==> config.mk <==
export PLATFORM = sky130hd
export DESIGN_NAME = subtractor_16bits_serial
export DESIGN_NICKNAME = d
export VERILOG_FILES = /design/src/rtl/subtractor_16bits_serial.sv
export SDC_FILE = /design/constraint.sdc
export NUM_CORES = 1
export LEC_CHECK = 0
export BUFFER_PORTS_ARGS = -buffer_cell sky130_fd_sc_hd__buf_4
export CAP_MARGIN = 10
export CORE_MARGIN = 2
export CORE_UTILIZATION = 43
export CTS_CLUSTER_SIZE = 8
export DETAILED_ROUTE_END_ITERATION = 10
export PLACE_DENSITY = 0.62
export SETUP_SLACK_MARGIN = 0.3
export SLEW_MARGIN = 40
export SYNTH_ARGS = -nofsm -noshare
export SYNTH_HDL_FRONTEND = slang
export SYNTH_SLANG_ARGS = --single-unit
==> constraint.sdc <==
create_clock -name clk -period 6 [get_ports clk]
set_input_delay 0.9 -clock clk [delete_from_list [all_inputs] [get_ports clk]]
set_output_delay 0.9 -clock clk [all_outputs]
set_load 0.05 [all_outputs]
==> src/rtl/subtractor_16bits_serial.sv <==
// Multi-cycle subtract-with-borrow: d = a - b - bin, one SLICE-bit slice per clock, LSB first.
// Single-shot start/busy/done handshake; results hold until the next completion.
module subtractor_16bits_serial #(
    parameter int unsigned WIDTH = 16,
    parameter int unsigned SLICE = 4
) (
    input  logic             clk,
    input  logic             rst_n,
    input  logic             start,
    input  logic [WIDTH-1:0] a,
    input  logic [WIDTH-1:0] b,
    input  logic             bin,
    output logic             busy,
    output logic             done,
    output logic [WIDTH-1:0] d,
    output logic             bout,
    output logic             ovf
);

    localparam int unsigned N     = WIDTH / SLICE;
    localparam int unsigned CNT_W = (N > 1) ? $clog2(N) : 1;
    localparam int unsigned SW    = SLICE + 1;

    typedef enum logic {
        IDLE = 1'b0,
        RUN  = 1'b1
    } state_e;

    state_e             state_q, state_d;
    logic [WIDTH-1:0]   a_q, a_d;
    logic [WIDTH-1:0]   b_q, b_d;
    logic [WIDTH-1:0]   res_q, res_d;
    logic               brw_q, brw_d;
    logic [CNT_W-1:0]   cnt_q, cnt_d;
    logic               a_msb_q, a_msb_d;
    logic               b_msb_q, b_msb_d;
    logic               busy_q, busy_d;
    logic               done_q, done_d;
    logic [WIDTH-1:0]   d_q, d_d;
    logic               bout_q, bout_d;
    logic               ovf_q, ovf_d;

    logic [SLICE:0]     slice_sum;
    logic [WIDTH-1:0]   res_next;

    // Operand registers shift right so the active slice is always at the bottom;
    // the result fills from the top so slice 0 lands at the LSB after N cycles.
    always_comb begin
        slice_sum = {1'b0, a_q[SLICE-1:0]} - {1'b0, b_q[SLICE-1:0]} - SW'(brw_q);
        res_next  = {slice_sum[SLICE-1:0], res_q[WIDTH-1:SLICE]};
    end

    always_comb begin
        state_d = state_q;
        a_d     = a_q;
        b_d     = b_q;
        res_d   = res_q;
        brw_d   = brw_q;
        cnt_d   = cnt_q;
        a_msb_d = a_msb_q;
        b_msb_d = b_msb_q;
        busy_d  = busy_q;
        done_d  = 1'b0;
        d_d     = d_q;
        bout_d  = bout_q;
        ovf_d   = ovf_q;

        case (state_q)
            IDLE: begin
                if (start) begin
                    a_d     = a;
                    b_d     = b;
                    brw_d   = bin;
                    a_msb_d = a[WIDTH-1];
                    b_msb_d = b[WIDTH-1];
                    res_d   = '0;
                    cnt_d   = '0;
                    busy_d  = 1'b1;
                    state_d = RUN;
                end
            end
            RUN: begin
                a_d   = a_q >> SLICE;
                b_d   = b_q >> SLICE;
                res_d = res_next;
                brw_d = slice_sum[SLICE];
                cnt_d = cnt_q + CNT_W'(1);
                // Last slice: commit the whole result at once.
                if (cnt_q == CNT_W'(N - 1)) begin
                    d_d     = res_next;
                    bout_d  = slice_sum[SLICE];
                    ovf_d   = (a_msb_q ^ b_msb_q) & (res_next[WIDTH-1] ^ a_msb_q);
                    done_d  = 1'b1;
                    busy_d  = 1'b0;
                    cnt_d   = '0;
                    state_d = IDLE;
                end
            end
            default: begin
                state_d = IDLE;
                busy_d  = 1'b0;
            end
        endcase
    end

    always_ff @(posedge clk or negedge rst_n) begin
        if (!rst_n) begin
            state_q <= IDLE;
            a_q     <= '0;
            b_q     <= '0;
            res_q   <= '0;
            brw_q   <= 1'b0;
            cnt_q   <= '0;
            a_msb_q <= 1'b0;
            b_msb_q <= 1'b0;
            busy_q  <= 1'b0;
            done_q  <= 1'b0;
            d_q     <= '0;
            bout_q  <= 1'b0;
            ovf_q   <= 1'b0;
        end else begin
            state_q <= state_d;
            a_q     <= a_d;
            b_q     <= b_d;
            res_q   <= res_d;
            brw_q   <= brw_d;
            cnt_q   <= cnt_d;
            a_msb_q <= a_msb_d;
            b_msb_q <= b_msb_d;
            busy_q  <= busy_d;
            done_q  <= done_d;
            d_q     <= d_d;
            bout_q  <= bout_d;
            ovf_q   <= ovf_d;
        end
    end

    assign busy = busy_q;
    assign done = done_q;
    assign d    = d_q;
    assign bout = bout_q;
    assign ovf  = ovf_q;

endmodule

# == Word-level counts from Yosys, hierarchy flattened ==
# Cells that the tools add are included.
# word_totals
regBits,74
input_bits,36
# classes
addsub,3
n_eq_ne,3
mux,19
bitwise,4
n_reduce_logical,3
# op_table
operator,n
$pmux W16 S2,3
$mux W16,3
$mux W1,7
$pmux W1 S2,3
$reduce_and A2 Y1,3
$sub A4 B4 Y5,1
$sub A5 B1 Y5,1
$mux W2,2
$pmux W2 S2,1
$add A2 B1 Y2 const B,1
$eq A2 B2 Y1 const B,1
$ne A2 B1 Y1 const B,1
$ne A2 B2 Y1 const B,1
$xor A1 B1 Y1,2
$and A1 B1 Y1,1
$not A1 Y1,1

# == Longest topological paths before layout ==
# logic_depth
word_depth,4
depth_mapped,8

# == Worst setup path after synthesis ==
# OpenSTA, ideal clock, no wires.
# synth_path
path_kind,flip-flop to flip-flop
start,register a_q[0]
end,"register ovf_q, in the netlist ovf"
setup_ps,126
t_arrival_ps,2104
slack_ps,3770
stages_incl_launch_ff,8
n_path_buf,0
path_cell_list,dfrtp_1 -> fa_1 -> inv_1 -> ha_1 -> o21a_1 -> or3_4 -> and2_1 -> a221o_1
# synth_between
elab_chain_cells,4
# synth_lines
element,line,rtl
from (decl),30,"logic [WIDTH-1:0] a_q, a_d;"
from (signal assigned),109,a_q <= '0;
from (signal assigned),123,a_q <= a_d;
$sub A4 B4 Y5,49,"slice_sum = {1'b0, a_q[SLICE-1:0]} - {1'b0, b_q[SLICE-1:0]} - SW'(brw_q);"
$sub A5 B1 Y5,49,
$xor A1 B1 Y1,92,ovf_d = (a_msb_q ^ b_msb_q) & (res_next[WIDTH-1] ^ a_msb_q);
$and A1 B1 Y1,92,
to (signal assigned),134,ovf_q <= ovf_d;
to (decl),41,"logic ovf_q, ovf_d;"
# Every way passes these cells.
# A chain may end at the register's enable or synchronous reset.

# == Worst setup path after layout ==
# Same ends and word-level chain as after synthesis.

==> metrics.yaml <==
status:
  outcome: "completed"
timing:
  tightest_slew_ns: 0.723
  fmax_ghz: 0.432
  relSlewSlack_pct: 51.8
  worst_hold_slack_ns: 0.482
  slew_violations: 0
  hold_violations: 0
  clock_skew_ns: 0.00898
  rsz0062_at_grt: "false"
  setup_viol_count_final: 0
  post-route-period-util_pct: 38.6
  fin_setup_tns_ns: 0
  final.min_clock_period_ns: 2.31
routing:
  dr.first_iter.drc_count: 113
  first_pass_iters: 4
  ant_nets: 0
  drc: 0
  wl_per_cell_um: 13.7
  viasPerCell: 4.89
  via_count: 2051
  routed_wl_mm: 5.76
floorplanning:
  core_area_sq_um: 6910
  start_util_pct: 45.0
  die_h_um: 89.0
  die_x_um: 89.0
  ios: 56
  die-area_sq_um: 7920
  rows: 30
critical_path:
  cp_slowest_cell: "fa_1"
  r2r_slack_ns: 3.69
  critPathArrivalTime_ns: 2.54
  path_cells: "fa_1, inv_1, ha_1, o21a_1, or3_4, and2_1, a221o_1"
  cp_data_required_time_ns: 6.23
  cp-end-kind: "flip-flop"
  start_kind: "flip-flop"
  slowest_delay_ns: 0.56
  timing.rr.end: "ovf$_DFFE_PN0P_"
  r2r_cells: 7
  regToRegStartpoint: "a_q[0]$_DFFE_PN0P_"
  cp_max_fo: 3
  path_class: "flip-flop to flip-flop"
logic_synthesis:
  ys_top_cells_by_area: "dfrtp_1, mux2i_1, mux2_2, o21ai_0, nand2_1"
  synth_top_cell_by_area: "dfrtp_1"
  syn_area_sq_um: 3110
  synth-seq-area-share_pct: 56.4
  ys_ff_latch: 70
  synth_nets: 312
  synth_top_area_share_pct: 56.4
  synth_area_per_cell_sq_um: 11.6
  syn_inst: 267
  yosysUniqueCellTypes: 27
  ys.warnings.count: 0
global_route:
  gr-total-overflow: 0
  grtUsageTotal_pct: 16.4
  grt_pass1_vias: 2010
  antenna_found_initial: 0
  grt_pass1_wl_mm: 9.73
  grt_start_max_net_pins: 83
clock_tree:
  clock_tree.root_cell: "clkbuf_8"
  insertion_delay_ns: 0.34
  postCtsSetupBuffers: 0
  htree_levels: 3
  clk_transition_reported_paths_ns: 0.07
  clockBufferDepth: 2
  cts_resized: 0
  numCtsBuffers: 9
  clock-sinks: 70
  holdBufCountCts: 0
  cts_tree: "done"
placed_design:
  gp_congestion: 0.748
  place_hpwl_mm: 3.71
  io_buffers: 55
power:
  powerDensity_nw_per_um2: 579
  ir_drop_mv: 0.226
  leakage_nw: 1.90
layout:
  fin_nets: 363
  diodes: 0
  drive_gt1_share_pct: 28.5
  syn_to_final_growth_pct: 24.4
worst_hold_path:
  min_to: "d[14]$_DFFE_PN0P_"
  min_from: "d[14]$_DFFE_PN0P_"
  hold_path.class: "flip-flop to flip-flop"
  holdPathStages: 2
flow_run:
  maxCapViolations: 0
==> layer usage <==
metal,wire length (um),vias to the layer above,global-route usage [%]
met4,85,0,5.70
met5,0,-,0
li1,-,1013,-
met1,2770,982,23.9
met2,2580,47,22.6
met3,327,9,5.82
==> cell usage after synthesis <==
master / instances
and3_1: 1
o21a_1: 1
mux2_2: 16
xnor2_1: 3
a221o_1: 1
nand2_1: 34
o22ai_1: 2
nor2_1: 11
a211oi_1: 1
ha_1: 7
a2111oi_4: 1
a21o_1: 1
o21ai_0: 33
nand2b_1: 11
nor3b_1: 1
fa_1: 2
dfrtp_1: 70
buf_2: 8
buf_1: 2
and2_1: 1
or2b_1: 1
or3_4: 1
inv_1: 11
mux2i_1: 34
a22o_1: 5
clkbuf_1: 6
a21oi_1: 2
==> registers in the layout, indices dropped and copies added, names as in the netlist <==
name     count
ovf          1
d           16
b_q         16
state_q      1
done         1
busy         1
bout         1
brw_q        1
a_q         16
res_q       12
b_msb_q      1
cnt_q        2
a_msb_q      1
==> worst max path at each step <==
stage	from	to	slack [ns]	cells after the start
after floorplan	a_q[0]$_DFFE_PN0P_	ovf$_DFFE_PN0P_	3.77	7
final	a_q[0]$_DFFE_PN0P_	ovf$_DFFE_PN0P_	3.69	7
after CTS	a_q[0]$_DFFE_PN0P_	ovf$_DFFE_PN0P_	3.68	7
after global placement	a_q[0]$_DFFE_PN0P_	ovf$_DFFE_PN0P_	3.73	7
after detailed placement	a_q[0]$_DFFE_PN0P_	ovf$_DFFE_PN0P_	3.67	7
after global routing	a_q[0]$_DFFE_PN0P_	ovf$_DFFE_PN0P_	3.61	7
==> critical path: cells and delay by family, from the launching register on <==
family | cells | cell delay (ns)
AOI/OAI and AO/OA | 2 | 0.48
DFF | 1 | 0.40
adders and majority gates | 2 | 0.73
buffers and inverters | 1 | 0.05
and+or+nand+nor | 2 | 0.53
==> layout make-up <==
class	instances	area, sq um
inverter	11	41.3
timing repair buffer	56	424
fill	635	3040
tap	96	120
sequential	70	1750
clock buffer	11	151
multi-input combinational	170	1240
clock inverter	5	129
==> metrics by stage <==
stage / std cells / cell area, sq um / power [W] / worst slack (ns) / utilization (%)
after global routing: 419 / 3860 / 0.00239 / 3.61 / 55.9
after CTS: 419 / 3860 / 0.00226 / 3.68 / 55.9
after floorplan: 267 / 3110 / 0.00148 / 3.77 / -
after global placement: 403 / 3580 / 0.00171 / 3.73 / 51.8
after detailed placement: 403 / 3580 / 0.00174 / 3.67 / 51.9
final: 419 / 3860 / 0.00224 / 3.69 / 55.9
==> power breakdown <==
group	leakage (nW)	internal (W)	switching (W)
sequential	0.888	0.000671	0.000115
combinational	0.873	0.000369	0.000560
clock	0.140	0.000342	0.000180
total	1.90	0.00138	0.000854
==> cell usage in the layout (no fill, tap or decap), types with 3 or more instances in the layout <==
master and instances:
dfrtp_1 69, buf_4 55, mux2i_1 34, nand2_1 33, o21ai_0 33, mux2_2 16, inv_1 11, nand2b_1 11
nor2_1 11, clkbuf_8 11, ha_1 7, a22o_1 5, bufinv_16 4, xnor2_1 3
==> kinds of logic (layout without fill, tap and decap cells) <==
group,count (synthesis),in the layout,synth area share [%]
DFF,70,70,56.4
AOI/OAI and AO/OA,47,47,9.39
xor gates and xnor gates,3,3,0.846
buffers and inverters,27,83,3.59
adders and majority gates,9,9,4.11
and+or+nand+nor,61,61,8.90
muxes,50,50,16.8
(Power assumes the default switching activity.)
